===== config.mk =====
export PLATFORM = sky130hd
export DESIGN_NAME = vga_debug_snapshot_flat
export DESIGN_NICKNAME = d
export VERILOG_FILES = /design/src/rtl/vga_debug_snapshot_pkg.sv /design/src/rtl/vga_debug_snapshot_if.sv /design/src/rtl/vga_debug_snapshot_sync_edge.sv /design/src/rtl/vga_debug_snapshot.sv /design/src/flat_wrapper.sv
export SDC_FILE = /design/constraint.sdc
export NUM_CORES = 1
export LEC_CHECK = 0
export CAP_MARGIN = 5
export CORE_UTILIZATION = 35
export CTS_BUF_LIST = sky130_fd_sc_hd__clkbuf_4 sky130_fd_sc_hd__clkbuf_8 sky130_fd_sc_hd__clkbuf_16
export DETAILED_ROUTE_END_ITERATION = 8
export HOLD_SLACK_MARGIN = 0.02
export PLACE_DENSITY = 0.79
export SLEW_MARGIN = 40
export SYNTH_ARGS = -nofsm -noshare
export SYNTH_HDL_FRONTEND = slang
export SYNTH_SLANG_ARGS = --single-unit

===== constraint.sdc =====
create_clock -name clk50M -period 4 [get_ports clk50M]
set_input_delay 0.8 -clock clk50M [delete_from_list [all_inputs] [get_ports clk50M]]
set_output_delay 0.8 -clock clk50M [all_outputs]
set_load 0.01 [all_outputs]

===== src/rtl/vga_debug_snapshot_pkg.sv =====
// Shared definitions for the debug snapshot block: parameter defaults, FSM encoding, counter sizing.
package vga_debug_snapshot_pkg;

    localparam int   DEF_NREG      = 10;
    localparam int   DEF_RW        = 16;
    localparam int   DEF_WAIT_MAX  = 1024;
    localparam logic DEF_VS_ACTIVE = 1'b0;

    typedef enum logic [1:0] {
        ST_IDLE  = 2'd0,
        ST_ARMED = 2'd1,
        ST_CAPT  = 2'd2
    } state_t;

    // Width of the post-frame-start wait counter; never below one bit.
    function automatic int wait_width(input int wmax);
        return (wmax > 1) ? $clog2(wmax) : 1;
    endfunction

endpackage


===== src/rtl/vga_debug_snapshot_if.sv =====
// CPU/VGA side bundle of the debug snapshot block; master drives CPU state and sync, slave is the snapshot logic.
interface vga_debug_snapshot_if
    import vga_debug_snapshot_pkg::*;
#(
    parameter int NREG = DEF_NREG,
    parameter int RW   = DEF_RW
);
    logic                 vgaVs;
    logic [NREG*RW-1:0]   regIn;
    logic [RW-1:0]        pcIn;
    logic                 cpuValid;
    logic                 freezeIn;
    logic [NREG*RW-1:0]   regOut;
    logic [RW-1:0]        pcOut;
    logic                 snapDone;
    logic                 stale;
    logic                 frozen;
    logic [15:0]          frameCnt;
    logic [NREG-1:0]      changedMask;

    modport master (
        output vgaVs, regIn, pcIn, cpuValid, freezeIn,
        input  regOut, pcOut, snapDone, stale, frozen, frameCnt, changedMask
    );

    modport slave (
        input  vgaVs, regIn, pcIn, cpuValid, freezeIn,
        output regOut, pcOut, snapDone, stale, frozen, frameCnt, changedMask
    );

endinterface


===== src/rtl/vga_debug_snapshot_sync_edge.sv =====
// Registers vsync and flags the first cycle of the sync pulse (frame start).
// Latency: fs_o is combinational on the cycle vs_i enters the active level.
module vga_debug_snapshot_sync_edge
    import vga_debug_snapshot_pkg::*;
#(
    parameter logic VS_ACTIVE = DEF_VS_ACTIVE
)(
    input  logic clk50M,
    input  logic rst,
    input  logic vs_i,
    output logic fs_o
);

    logic vs_q;

    // Reset to the inactive level so a sync pulse already in progress at release counts as a frame start.
    always_ff @(posedge clk50M or negedge rst) begin
        if (!rst) vs_q <= ~VS_ACTIVE;
        else      vs_q <= vs_i;
    end

    assign fs_o = (vs_q != VS_ACTIVE) && (vs_i == VS_ACTIVE);

endmodule


===== src/rtl/vga_debug_snapshot.sv =====
// Frame-coherent shadow of CPU debug registers + PC, loaded at vsync start on a cpuValid cycle.
// Capture lands on the edge cpuValid is sampled while armed; snapDone follows one cycle later; no backpressure.
// Optional DIFF_HIGHLIGHT_EN: per-register changed flags recorded at each capture, else changedMask is 0.
module vga_debug_snapshot
    import vga_debug_snapshot_pkg::*;
#(
    parameter int   NREG      = DEF_NREG,
    parameter int   RW        = DEF_RW,
    parameter int   WAIT_MAX  = DEF_WAIT_MAX,
    parameter logic VS_ACTIVE = DEF_VS_ACTIVE
)(
    input  logic              clk50M,
    input  logic              rst,
    vga_debug_snapshot_if.slave bus
);

    localparam int             WW        = wait_width(WAIT_MAX);
    localparam logic [WW-1:0]  WAIT_LAST = WW'(WAIT_MAX - 1);

    logic fs;

    vga_debug_snapshot_sync_edge #(.VS_ACTIVE(VS_ACTIVE)) u_sync_edge (
        .clk50M (clk50M),
        .rst    (rst),
        .vs_i   (bus.vgaVs),
        .fs_o   (fs)
    );

    state_t             state_q, state_d;
    logic [NREG*RW-1:0] reg_q, reg_d;
    logic [RW-1:0]      pc_q, pc_d;
    logic               stale_q, stale_d;
    logic               frozen_q, frozen_d;
    logic [15:0]        frame_cnt_q, frame_cnt_d;
    logic [WW-1:0]      wait_q, wait_d;

    logic arm_clr, cap, tmo, refs, wait_inc, snap_done;
    logic wait_last;

    assign wait_last = (wait_q == WAIT_LAST);

    always_ff @(posedge clk50M or negedge rst) begin
        if (!rst) state_q <= ST_IDLE;
        else      state_q <= state_d;
    end

    always_comb begin
        state_d = state_q;
        case (state_q)
            ST_IDLE:  if (fs && !bus.freezeIn) state_d = ST_ARMED;
            ST_ARMED: begin
                if (bus.freezeIn)      state_d = ST_IDLE;
                else if (bus.cpuValid) state_d = ST_CAPT;
                else if (wait_last)    state_d = ST_IDLE;
            end
            ST_CAPT:  state_d = ST_IDLE;
            default:  state_d = ST_IDLE;
        endcase
    end

    // Freeze outranks a coincident cpuValid, so a frozen display can never be overwritten.
    always_comb begin
        arm_clr   = 1'b0;
        cap       = 1'b0;
        tmo       = 1'b0;
        refs      = 1'b0;
        wait_inc  = 1'b0;
        snap_done = 1'b0;
        case (state_q)
            ST_IDLE:  arm_clr = fs && !bus.freezeIn;
            ST_ARMED: begin
                if (!bus.freezeIn) begin
                    if (bus.cpuValid)  cap      = 1'b1;
                    else if (wait_last) tmo     = 1'b1;
                    else if (fs)        refs    = 1'b1;
                    else                wait_inc = 1'b1;
                end
            end
            ST_CAPT:  snap_done = 1'b1;
            default:  ;
        endcase
    end

    always_comb begin
        reg_d       = reg_q;
        pc_d        = pc_q;
        stale_d     = stale_q;
        wait_d      = wait_q;
        frozen_d    = bus.freezeIn;
        frame_cnt_d = frame_cnt_q + {15'd0, fs};
        if (cap) begin
            reg_d = bus.regIn;
            pc_d  = bus.pcIn;
        end
        if (cap)              stale_d = 1'b0;
        else if (tmo || refs) stale_d = 1'b1;
        if (arm_clr || refs)  wait_d = '0;
        else if (wait_inc)    wait_d = wait_q + WW'(1);
    end

    always_ff @(posedge clk50M or negedge rst) begin
        if (!rst) begin
            reg_q       <= '0;
            pc_q        <= '0;
            stale_q     <= 1'b0;
            frozen_q    <= 1'b0;
            frame_cnt_q <= '0;
            wait_q      <= '0;
        end else begin
            reg_q       <= reg_d;
            pc_q        <= pc_d;
            stale_q     <= stale_d;
            frozen_q    <= frozen_d;
            frame_cnt_q <= frame_cnt_d;
            wait_q      <= wait_d;
        end
    end

`ifdef DIFF_HIGHLIGHT_EN
    logic [NREG-1:0] mask_q, mask_d;

    always_comb begin
        mask_d = mask_q;
        if (cap) begin
            for (int i = 0; i < NREG; i++) begin
                mask_d[i] = (bus.regIn[i*RW +: RW] != reg_q[i*RW +: RW]);
            end
        end
    end

    always_ff @(posedge clk50M or negedge rst) begin
        if (!rst) mask_q <= '0;
        else      mask_q <= mask_d;
    end

    assign bus.changedMask = mask_q;
`else
    assign bus.changedMask = '0;
`endif

    assign bus.regOut   = reg_q;
    assign bus.pcOut    = pc_q;
    assign bus.snapDone = snap_done;
    assign bus.stale    = stale_q;
    assign bus.frozen   = frozen_q;
    assign bus.frameCnt = frame_cnt_q;

endmodule


===== src/flat_wrapper.sv =====
// flat-port wrapper written by rule: the top's interface ports become plain ports
module vga_debug_snapshot_flat import vga_debug_snapshot_pkg::*;
#(
    parameter int   NREG      = DEF_NREG,
    parameter int   RW        = DEF_RW,
    parameter int   WAIT_MAX  = DEF_WAIT_MAX,
    parameter logic VS_ACTIVE = DEF_VS_ACTIVE
)
  (clk50M, rst, bus_vgaVs, bus_regIn, bus_pcIn, bus_cpuValid, bus_freezeIn, bus_regOut, bus_pcOut, bus_snapDone, bus_stale, bus_frozen, bus_frameCnt, bus_changedMask);
  vga_debug_snapshot_if #(.NREG(NREG), .RW(RW)) bus_i ();
  input  logic clk50M;
  input  logic rst;
  input wire logic [$bits(bus_i.vgaVs)-1:0] bus_vgaVs;
  input wire logic [$bits(bus_i.regIn)-1:0] bus_regIn;
  input wire logic [$bits(bus_i.pcIn)-1:0] bus_pcIn;
  input wire logic [$bits(bus_i.cpuValid)-1:0] bus_cpuValid;
  input wire logic [$bits(bus_i.freezeIn)-1:0] bus_freezeIn;
  output wire logic [$bits(bus_i.regOut)-1:0] bus_regOut;
  output wire logic [$bits(bus_i.pcOut)-1:0] bus_pcOut;
  output wire logic [$bits(bus_i.snapDone)-1:0] bus_snapDone;
  output wire logic [$bits(bus_i.stale)-1:0] bus_stale;
  output wire logic [$bits(bus_i.frozen)-1:0] bus_frozen;
  output wire logic [$bits(bus_i.frameCnt)-1:0] bus_frameCnt;
  output wire logic [$bits(bus_i.changedMask)-1:0] bus_changedMask;
  assign bus_i.vgaVs = bus_vgaVs;
  assign bus_i.regIn = bus_regIn;
  assign bus_i.pcIn = bus_pcIn;
  assign bus_i.cpuValid = bus_cpuValid;
  assign bus_i.freezeIn = bus_freezeIn;
  assign bus_regOut = bus_i.regOut;
  assign bus_pcOut = bus_i.pcOut;
  assign bus_snapDone = bus_i.snapDone;
  assign bus_stale = bus_i.stale;
  assign bus_frozen = bus_i.frozen;
  assign bus_frameCnt = bus_i.frameCnt;
  assign bus_changedMask = bus_i.changedMask;
  vga_debug_snapshot #(.NREG(NREG), .RW(RW), .WAIT_MAX(WAIT_MAX), .VS_ACTIVE(VS_ACTIVE)) u_core (.clk50M(clk50M), .rst(rst), .bus(bus_i));
endmodule

==> results summary, run 1 <==
The remaining max-slew budget at the tightest pin is 0.510. In this run the remaining antenna-violating nets after routing total 0. The post-synthesis instance total is ~520. The signal on the critical path passes through clkdlybuf4s50_1 -> nand2b_1 -> inv_1 -> ha_1 -> ha_1 -> nand3_1 -> nor3_1 -> nand4_1 -> xnor2_1.

The multi-input combinational cells in the finished layout cover a total of approximately 0.0031 mm^2. The clock sink count is between 200 and 250. The post-synthesis instance area came out at 0.00851 mm^2. The overall fraction of global-route tracks in use is 0.171.

Hold is met by around 0.33 ns. The biggest cell delay along the critical path came out at between 0.4 and 0.5 ns. The diode insertion count for antenna repair came out at 0. The total power per unit cell area is about 570 mW/mm^2. Across the VDD grid, the largest voltage drop is between 300 and 400 uV. The share of synthesized flip-flops with an asynchronous set or reset is 1.00.

The count of cells resized by post-cts repair came out at 0. The final routed DRC violation total came out at 0. The placement row count came out at 56. The critical path capture point type is a flop. The routed design has between 20,000 and 25,000 um of wire. The count of maximum capacitance violations is 0. The worst path buffer plus inverter count is 2. Broken down by cell family, the worst path's largest delay share belongs to simple AND/OR/NAND/NOR gates. The total chip power came out at ~7.7 mW.

The tree is rooted in a sky130_fd_sc_hd__clkbuf_16. The data required time at the worst endpoint came out at 4.39 ns. The global-route wire length before repair came out at 32,900 um.

In this run the vertical extent of the chip is around 160 um. The number of post-CTS setup repair buffers came out at 0. The standard cell area after detailed placement is 0.0126 mm^2. The share of the Yosys chip area taken by registers is 0.609.

The layer carrying the most global-route usage is met2. The die area came out at 0.0249 mm^2. The met1 global-route usage is 0.199. The synthesized design contains just over 200 register bits. The half-perimeter wire length of the detailed placement result is roughly 16,000 um. The maximum achievable frequency is ~350 MHz. For this run, the leading register cell type out of synthesis is sky130_fd_sc_hd__dfrtp_1. Among the stages of the critical path, the cell type that occurs most often is sky130_fd_sc_hd__ha_1. The sum of negative setup slack is 0 ns. The total non-filler cell area in the finished layout is 0.0134 mm^2. The fraction of post-synthesis cell area in the top cell type by area is 0.606. TritonCTS built the clock tree. The most common cell in the synthesized netlist is sky130_fd_sc_hd__dfrtp_1.

The leakage dissipation came out at between 5 and 6 nW. The count of yosys warnings during synthesis came out at 0. The number of buffers added to fix hold violations after cts is 0. The path class of the tightest hold or removal check is in2async. In the global route stage, met2 resource usage came out at 0.297. The number of antenna violations at the first check in global routing came out at 0. After synthesis, the most frequently instantiated cells are sky130_fd_sc_hd__dfrtp_1 (206), sky130_fd_sc_hd__mux2_4 (100), sky130_fd_sc_hd__mux2_2 (60), sky130_fd_sc_hd__nand2_1 (19), sky130_fd_sc_hd__mux2_1 (16).

By area the synthesized netlist is led by sky130_fd_sc_hd__dfrtp_1 (61%), sky130_fd_sc_hd__mux2_4 (18%), sky130_fd_sc_hd__mux2_2 (7.9%). The worst setup path is launched from a primary input. At the worst endpoint, the arrival time is ~3.3 ns. The count of fill cells added during filler insertion is between 1,500 and 2,000.

The routed wire length per instance is about 18 um. The final count of pins violating max slew was 0. The clock transition at the register clock pins on the worst setup and hold paths after CTS is around 0.060 ns.

The average cell area after synthesis is ~16 um^2. Counting along the longest clock path gives a buffer depth of 3. The worst setup path is of the in2reg kind. The count of cells along the worst register-to-register path is 8.

The cell type of the slowest stage on the worst timing path is sky130_fd_sc_hd__nor3_1. The effective utilization at floorplan came out at 0.359. The clock skew after layout came out at roughly 0.012 ns. The via count of the first global-routing pass was between 5,000 and 6,000. The I/O pin total is approximately 390. The total global routing overflow came out at 0. The number of CTS-inserted buffers is 23. In this run the number of H-tree levels came out at 1.

The run finished with clean final reports. The pin count of the biggest net entering global routing is 94. The congestion estimate from routability-driven global placement came to around 0.78. The endpoint identified for the worst register-to-register timing path is u_core.bus.frameCnt[14]$_DFF_PN0_. In the final layout, flip-flops and latches occupy 0.00518 mm^2. The placeable core region is 0.0237 mm^2. The distinct cell type count of the synthesized netlist is 49.

The total of buffers placed on input and output ports came out at between 300 and 400. The critical path depth came out at 9. The transition time of the tightest slew-check pin is between 0.7 and 0.8 ns. The met3 global-route usage is 0.0526. The DRC violation total after the first TritonRoute iteration is about 270. The number of detailed-route iterations in the first pass is 4. The total count of hold-check failures in the final report came out at 0. In the finished design, the share of the clock period the worst path needs comes to 0.721. Setup repair after global routing left no endpoint under its margin. The number of enable flip-flop cells after synthesis is 0. The synthesized design spends more area on one cell type than any other, namely sky130_fd_sc_hd__dfrtp_1. Setup violations remaining at the end of the flow were counted as 0. The die span in x is 158 um.

The setup slack on the worst flop-to-flop path came out at ~1.4 ns. The clock latency on the worst-skew pair came out at 0.51 ns. The total number of nets in the final design came out at roughly 1,100. Of the cells placed in the final design, the portion with a size suffix greater than 1 is 0.243. The final critical path time including I/O delays and setup came out at 2.88 ns. The synthesis-to-finish area growth is 57.1%. The beginning of the worst register-to-register path is u_core.u_sync_edge.vs_q$_DFF_PN1_.

The via total after detailed routing is 5,718. In the routed layout, each cell is associated on average with a via count of ~4.6. The critical-path maximum fanout came out at 11.
routing by layer:
| metal | wire (um) | vias up |
|---|---|---|
| met4 | 677 | 0 |
| met2 | 11400 | 235 |
| met1 | 8730 | 2861 |
| met3 | 1930 | 43 |
| met5 | 0 | - |
| li1 | - | 2579 |
worst max path at each step:
stage	start	end	slack (ns)
final	bus_vgaVs	u_core.bus.frameCnt[14]$_DFF_PN0_	1.12
after detailed placement	bus_vgaVs	u_core.bus.frameCnt[14]$_DFF_PN0_	0.59
after global routing	bus_vgaVs	u_core.bus.frameCnt[14]$_DFF_PN0_	0.81
after global placement	bus_vgaVs	u_core.bus.frameCnt[14]$_DFF_PN0_	0.67
after CTS	bus_vgaVs	u_core.bus.frameCnt[14]$_DFF_PN0_	1.13
after floorplan	bus_vgaVs	u_core.bus.frameCnt[14]$_DFF_PN0_	1.41
worst reg2reg max path, stage by stage (launching register included):
cell,delay [ns]
sky130_fd_sc_hd__dfstp_2,0.52
sky130_fd_sc_hd__nand2b_1,0.24
sky130_fd_sc_hd__inv_1,0.35
sky130_fd_sc_hd__ha_1,0.26
sky130_fd_sc_hd__ha_1,0.19
sky130_fd_sc_hd__nand3_1,0.14
sky130_fd_sc_hd__nor3_1,0.45
sky130_fd_sc_hd__nand4_1,0.18
sky130_fd_sc_hd__xnor2_1,0.16
metrics by stage:
step | setup slack (ns) | utilization | cells
6_report | 1.12 | 0.564 | 1240
5_1_grt | 0.815 | 0.564 | 1240
3_5_place_dp | 0.587 | 0.531 | 1198
3_3_place_gp | 0.665 | 0.531 | 1198
2_1_floorplan | 1.41 | - | 527
4_1_cts | 1.13 | 0.564 | 1240
layout by cell type, fill, tap and decap left out, types with 3 or more instances in the layout:
cell	n
sky130_fd_sc_hd__mux2_2	60
sky130_fd_sc_hd__clkbuf_8	3
sky130_fd_sc_hd__ha_1	3
sky130_fd_sc_hd__clkbuf_4	6
sky130_fd_sc_hd__nor3_1	5
sky130_fd_sc_hd__nand2_1	19
sky130_fd_sc_hd__nor2_1	6
sky130_fd_sc_hd__and4_1	3
sky130_fd_sc_hd__mux2_1	16
sky130_fd_sc_hd__buf_4	3
sky130_fd_sc_hd__bufinv_16	3
sky130_fd_sc_hd__mux2_4	100
sky130_fd_sc_hd__clkinv_2	5
sky130_fd_sc_hd__inv_1	3
sky130_fd_sc_hd__nand3_1	8
sky130_fd_sc_hd__clkdlybuf4s50_1	374
sky130_fd_sc_hd__xnor2_1	7
sky130_fd_sc_hd__xor2_1	7
sky130_fd_sc_hd__nor4_1	3
sky130_fd_sc_hd__dfrtp_1	206
sky130_fd_sc_hd__o22a_1	4
sky130_fd_sc_hd__clkbuf_16	23
sky130_fd_sc_hd__conb_1	10
sky130_fd_sc_hd__buf_12	6
sequential cells by signal (all words and copies together) (netlist names):
signal	flops
u_core.bus.frameCnt	16
u_core.bus.frozen	1
u_core.bus.pcOut	16
u_core.bus.regOut	160
u_core.bus.stale	1
u_core.state_q	2
u_core.u_sync_edge.vs_q	1
u_core.wait_q	10
cells by family after synthesis:
logic type / Yosys count / share of synthesized area
xor gates and xnor gates: 14 / 0.0144
AOI/OAI and AO/OA: 22 / 0.0206
DFF: 207 / 0.609
muxes: 176 / 0.277
buffers and inverters: 36 / 0.0337
and+or+nand+nor: 59 / 0.0402
other: 1 / 0.000441
adders and majority gates: 3 / 0.00441
final cells by class:
type / instances / area share
clock inverters: 10 / 0.00983
multi-input cells: 284 / 0.230
inverters: 4 / 0.00112
well taps: 319 / 0.0299
repair buffers: 384 / 0.292
clock buffers: 32 / 0.0495
flip-flops and latches: 207 / 0.388
power breakdown:
group / internal [mW] / leakage, nW / switching, mW / total [mW]
sequential: 2.66 / 2.56 / 0.333 / 3.00
clock: 1.35 / 0.399 / 0.844 / 2.20
combinational: 1.65 / 2.79 / 0.843 / 2.49
total: 5.66 / 5.75 / 2.02 / 7.68
Power figures use the tool's default switching activity.
==> run 2, diff against run 1 <==
clock period = 3 ns   (was 4 ns; I/O delays follow)
==> run 2 against run 1 <==
Net effect: worst setup slack got worse by 0.37 ns; non-clock buffer count increased by 12; wire length increased by 0.97%; combinational power increased by 33%; highest routed layer unchanged; clock power increased by 37%; core utilization increased by 0.46 points; via count about the same; design area increased by 0.81%.
==> results summary, run 2 (synthesized netlist as in run 1, its figures left out) <==
The biggest cell delay along the critical path came out at about 0.56 ns. The number of CTS-inserted buffers is 23. The count of cells resized by post-cts repair came out at 0. The global-route wire length before repair is 34,000 um. The routed wire length per instance came out at 18.3 um. Among cell families on the critical path, the largest total delay comes from buffers and inverters. The signal arrival time at the worst endpoint came out at between 1.5 and 2 ns. The number of detailed-route iterations in the first pass came out at 5. Max-cap violations in this run came to 0. By startpoint and endpoint, the worst setup path is classified as reg2out. The leakage dissipation is ~5.8 nW. Leaving out fill and tap cells, the most frequent cells in the layout are sky130_fd_sc_hd__clkdlybuf4s50_1 (374), sky130_fd_sc_hd__dfrtp_1 (206), sky130_fd_sc_hd__mux2_4 (100). The layout has roughly 1,900 filler cells. The flip-flop count of the largest register after layout is 160. The count of nets left with antenna violations once routing finished came out at 0. The clock sink count came out at just over 200. The total non-filler cell area in the finished layout is roughly 0.013 mm^2. After layout, the design draws a total of 10.3 mW. The flow ran to the end, and the final reports show no timing, DRC or antenna violations. The transition time of the tightest slew-check pin is 0.734 ns. The worst-case setup margin in the final layout came out at roughly 0.75 ns. The final routed DRC violation total is 0. Dividing the final minimum period by the clock period gives 0.750.

The final critical path time including I/O delays and setup came out at 2.25 ns. The via total after detailed routing is 5,719. The clock tree root buffer cell is sky130_fd_sc_hd__clkbuf_16.

The I/O pin total came out at approximately 390. The setup slack on the worst flop-to-flop path is about 0.89 ns. After clock tree synthesis, the clock-pin slew on the worst setup and hold paths is roughly 0.060 ns. The total area of multi-input combinational cells is 0.00308 mm^2.

The capture instance of the worst register-to-register path is u_core.bus.frameCnt[14]$_DFF_PN0_. From left edge to right edge, the die measures 158 um. The peak ir drop on the vdd network came out at 458 uV. For this design the ratio of total power to cell area is 767 mW/mm^2. The maximum achievable frequency came out at around 440 MHz. The die span in y is approximately 160 um. The number of post-CTS setup repair buffers is 0. The floorplan has 56 rows. The total of buffers placed on input and output ports is 375. Of all nets on the critical path, the largest fanout is 4. The setup slack after placement came out at roughly 0.29 ns. The data required time at the worst endpoint is 2.40 ns. The standard cell area after detailed placement came out at about 0.013 mm^2. For this run, the total global-route usage over all layers was measured as 0.176. The via count of the first global-routing pass came out at just over 6,000. The final count of pins violating max slew came out at 0. After detailed routing, the number of vias per cell comes to 4.57. The register area came out at a little over 0.005 mm^2. The final number of setup-violating endpoints is 0. The die area came out at between 0.02 and 0.025 mm^2. The share of the core filled with cells in the final layout is 0.569. The sum of negative setup slack came out at 0 ns.

The diode insertion count for antenna repair came out at 0. The total number of H-tree levels came out at 1. The clock skew after layout came out at between 0.015 and 0.02 ns. The total count of hold-check failures in the final report came out at 0. The worst path buffer plus inverter count is 1. The number of buffers between clock root and the deepest sink is 3. The count of cells along the worst register-to-register path came out at 8. At the end of the flow, the number of nets in the layout was roughly 1,100. The congestion estimate from routability-driven global placement came to ~0.79.

Summed over all nets, the half-perimeter wirelength after detailed placement is between 15,000 and 20,000 um. For this configuration, the core starts out at a cell density of 0.359. The synthesis-to-finish area growth is 58.4%. The number of antenna violations at the first check in global routing came to 0.

The total overflow left after global routing is 0. The signal on the critical path passes through nor2b_1 -> clkdlybuf4s50_1. Leaving out fill and tap cells, the most frequent cell in the layout is sky130_fd_sc_hd__clkdlybuf4s50_1. The pin count of the biggest net entering global routing came out at 86. The floorplan step defined a core boundary enclosing approximately 0.024 mm^2.

The cell type of the slowest stage on the worst timing path is sky130_fd_sc_hd__clkdlybuf4s50_1. The TritonCTS clock tree is yes. The type of the most critical hold path is in2async. The clock latency on the worst-skew pair is ~0.51 ns. The remaining max-slew budget at the tightest pin came out at 0.511. STA classifies the critical path startpoint as a flop. STA classifies the critical path endpoint as an output port. Buffers inserted to repair hold after CTS numbered 0.

In the final layout, the share of cells above drive strength 1 is 0.253. Setup repair after global routing left no endpoint under its margin. The final layout contains routed wiring with a total length of around 23,000 um.

The DRC violation total after the first TritonRoute iteration came out at around 230. The worst register-to-register path begins at u_core.u_sync_edge.vs_q$_DFF_PN1_.
==> run 2: layout make-up <==
cell class                 count  share of cell area
timing repair buffer         396               0.296
multi-input combinational    284               0.228
clock inverter                13              0.0129
sequential                   207               0.384
inverter                       4             0.00111
tap                          319              0.0296
clock buffer                  29              0.0474
==> run 2: report_power, final <==
part	switching, mW	internal [mW]	total (mW)
Sequential	0.454	3.55	4.01
Clock	1.16	1.86	3.01
Combinational	1.12	2.20	3.32
Total	2.73	7.61	10.3
==> run 2: how the worst max path moves through the flow <==
stage / start / end / slack, ns / depth (start not counted)
after floorplan: bus_vgaVs / u_core.bus.frameCnt[14]$_DFF_PN0_ / 0.61 / 9
after global placement: bus_vgaVs / u_core.bus.frameCnt[14]$_DFF_PN0_ / 0.35 / 9
after detailed placement: bus_vgaVs / u_core.bus.frameCnt[14]$_DFF_PN0_ / 0.29 / 9
after CTS: u_core.state_q[1]$_DFFE_PN0P_ / bus_snapDone / 0.71 / 2
after global routing: bus_vgaVs / u_core.bus.frameCnt[14]$_DFF_PN0_ / 0.61 / 9
final: u_core.state_q[1]$_DFFE_PN0P_ / bus_snapDone / 0.75 / 2
==> run 2: routing by layer <==
metal,routed length [um],up-vias,global-route usage
li1,-,2605,-
met1,8740,2829,0.204
met2,11600,241,0.310
met3,1930,44,0.0545
met4,673,0,0.0522
met5,0,-,0
==> run 2: per-stage QoR <==
stage / hold slack (ns) / cells
2_1_floorplan: 0.304 / 527
3_3_place_gp: 0.467 / 1210
3_5_place_dp: 0.475 / 1210
4_1_cts: 0.173 / 1252
5_1_grt: 0.204 / 1252
6_report: 0.157 / 1252
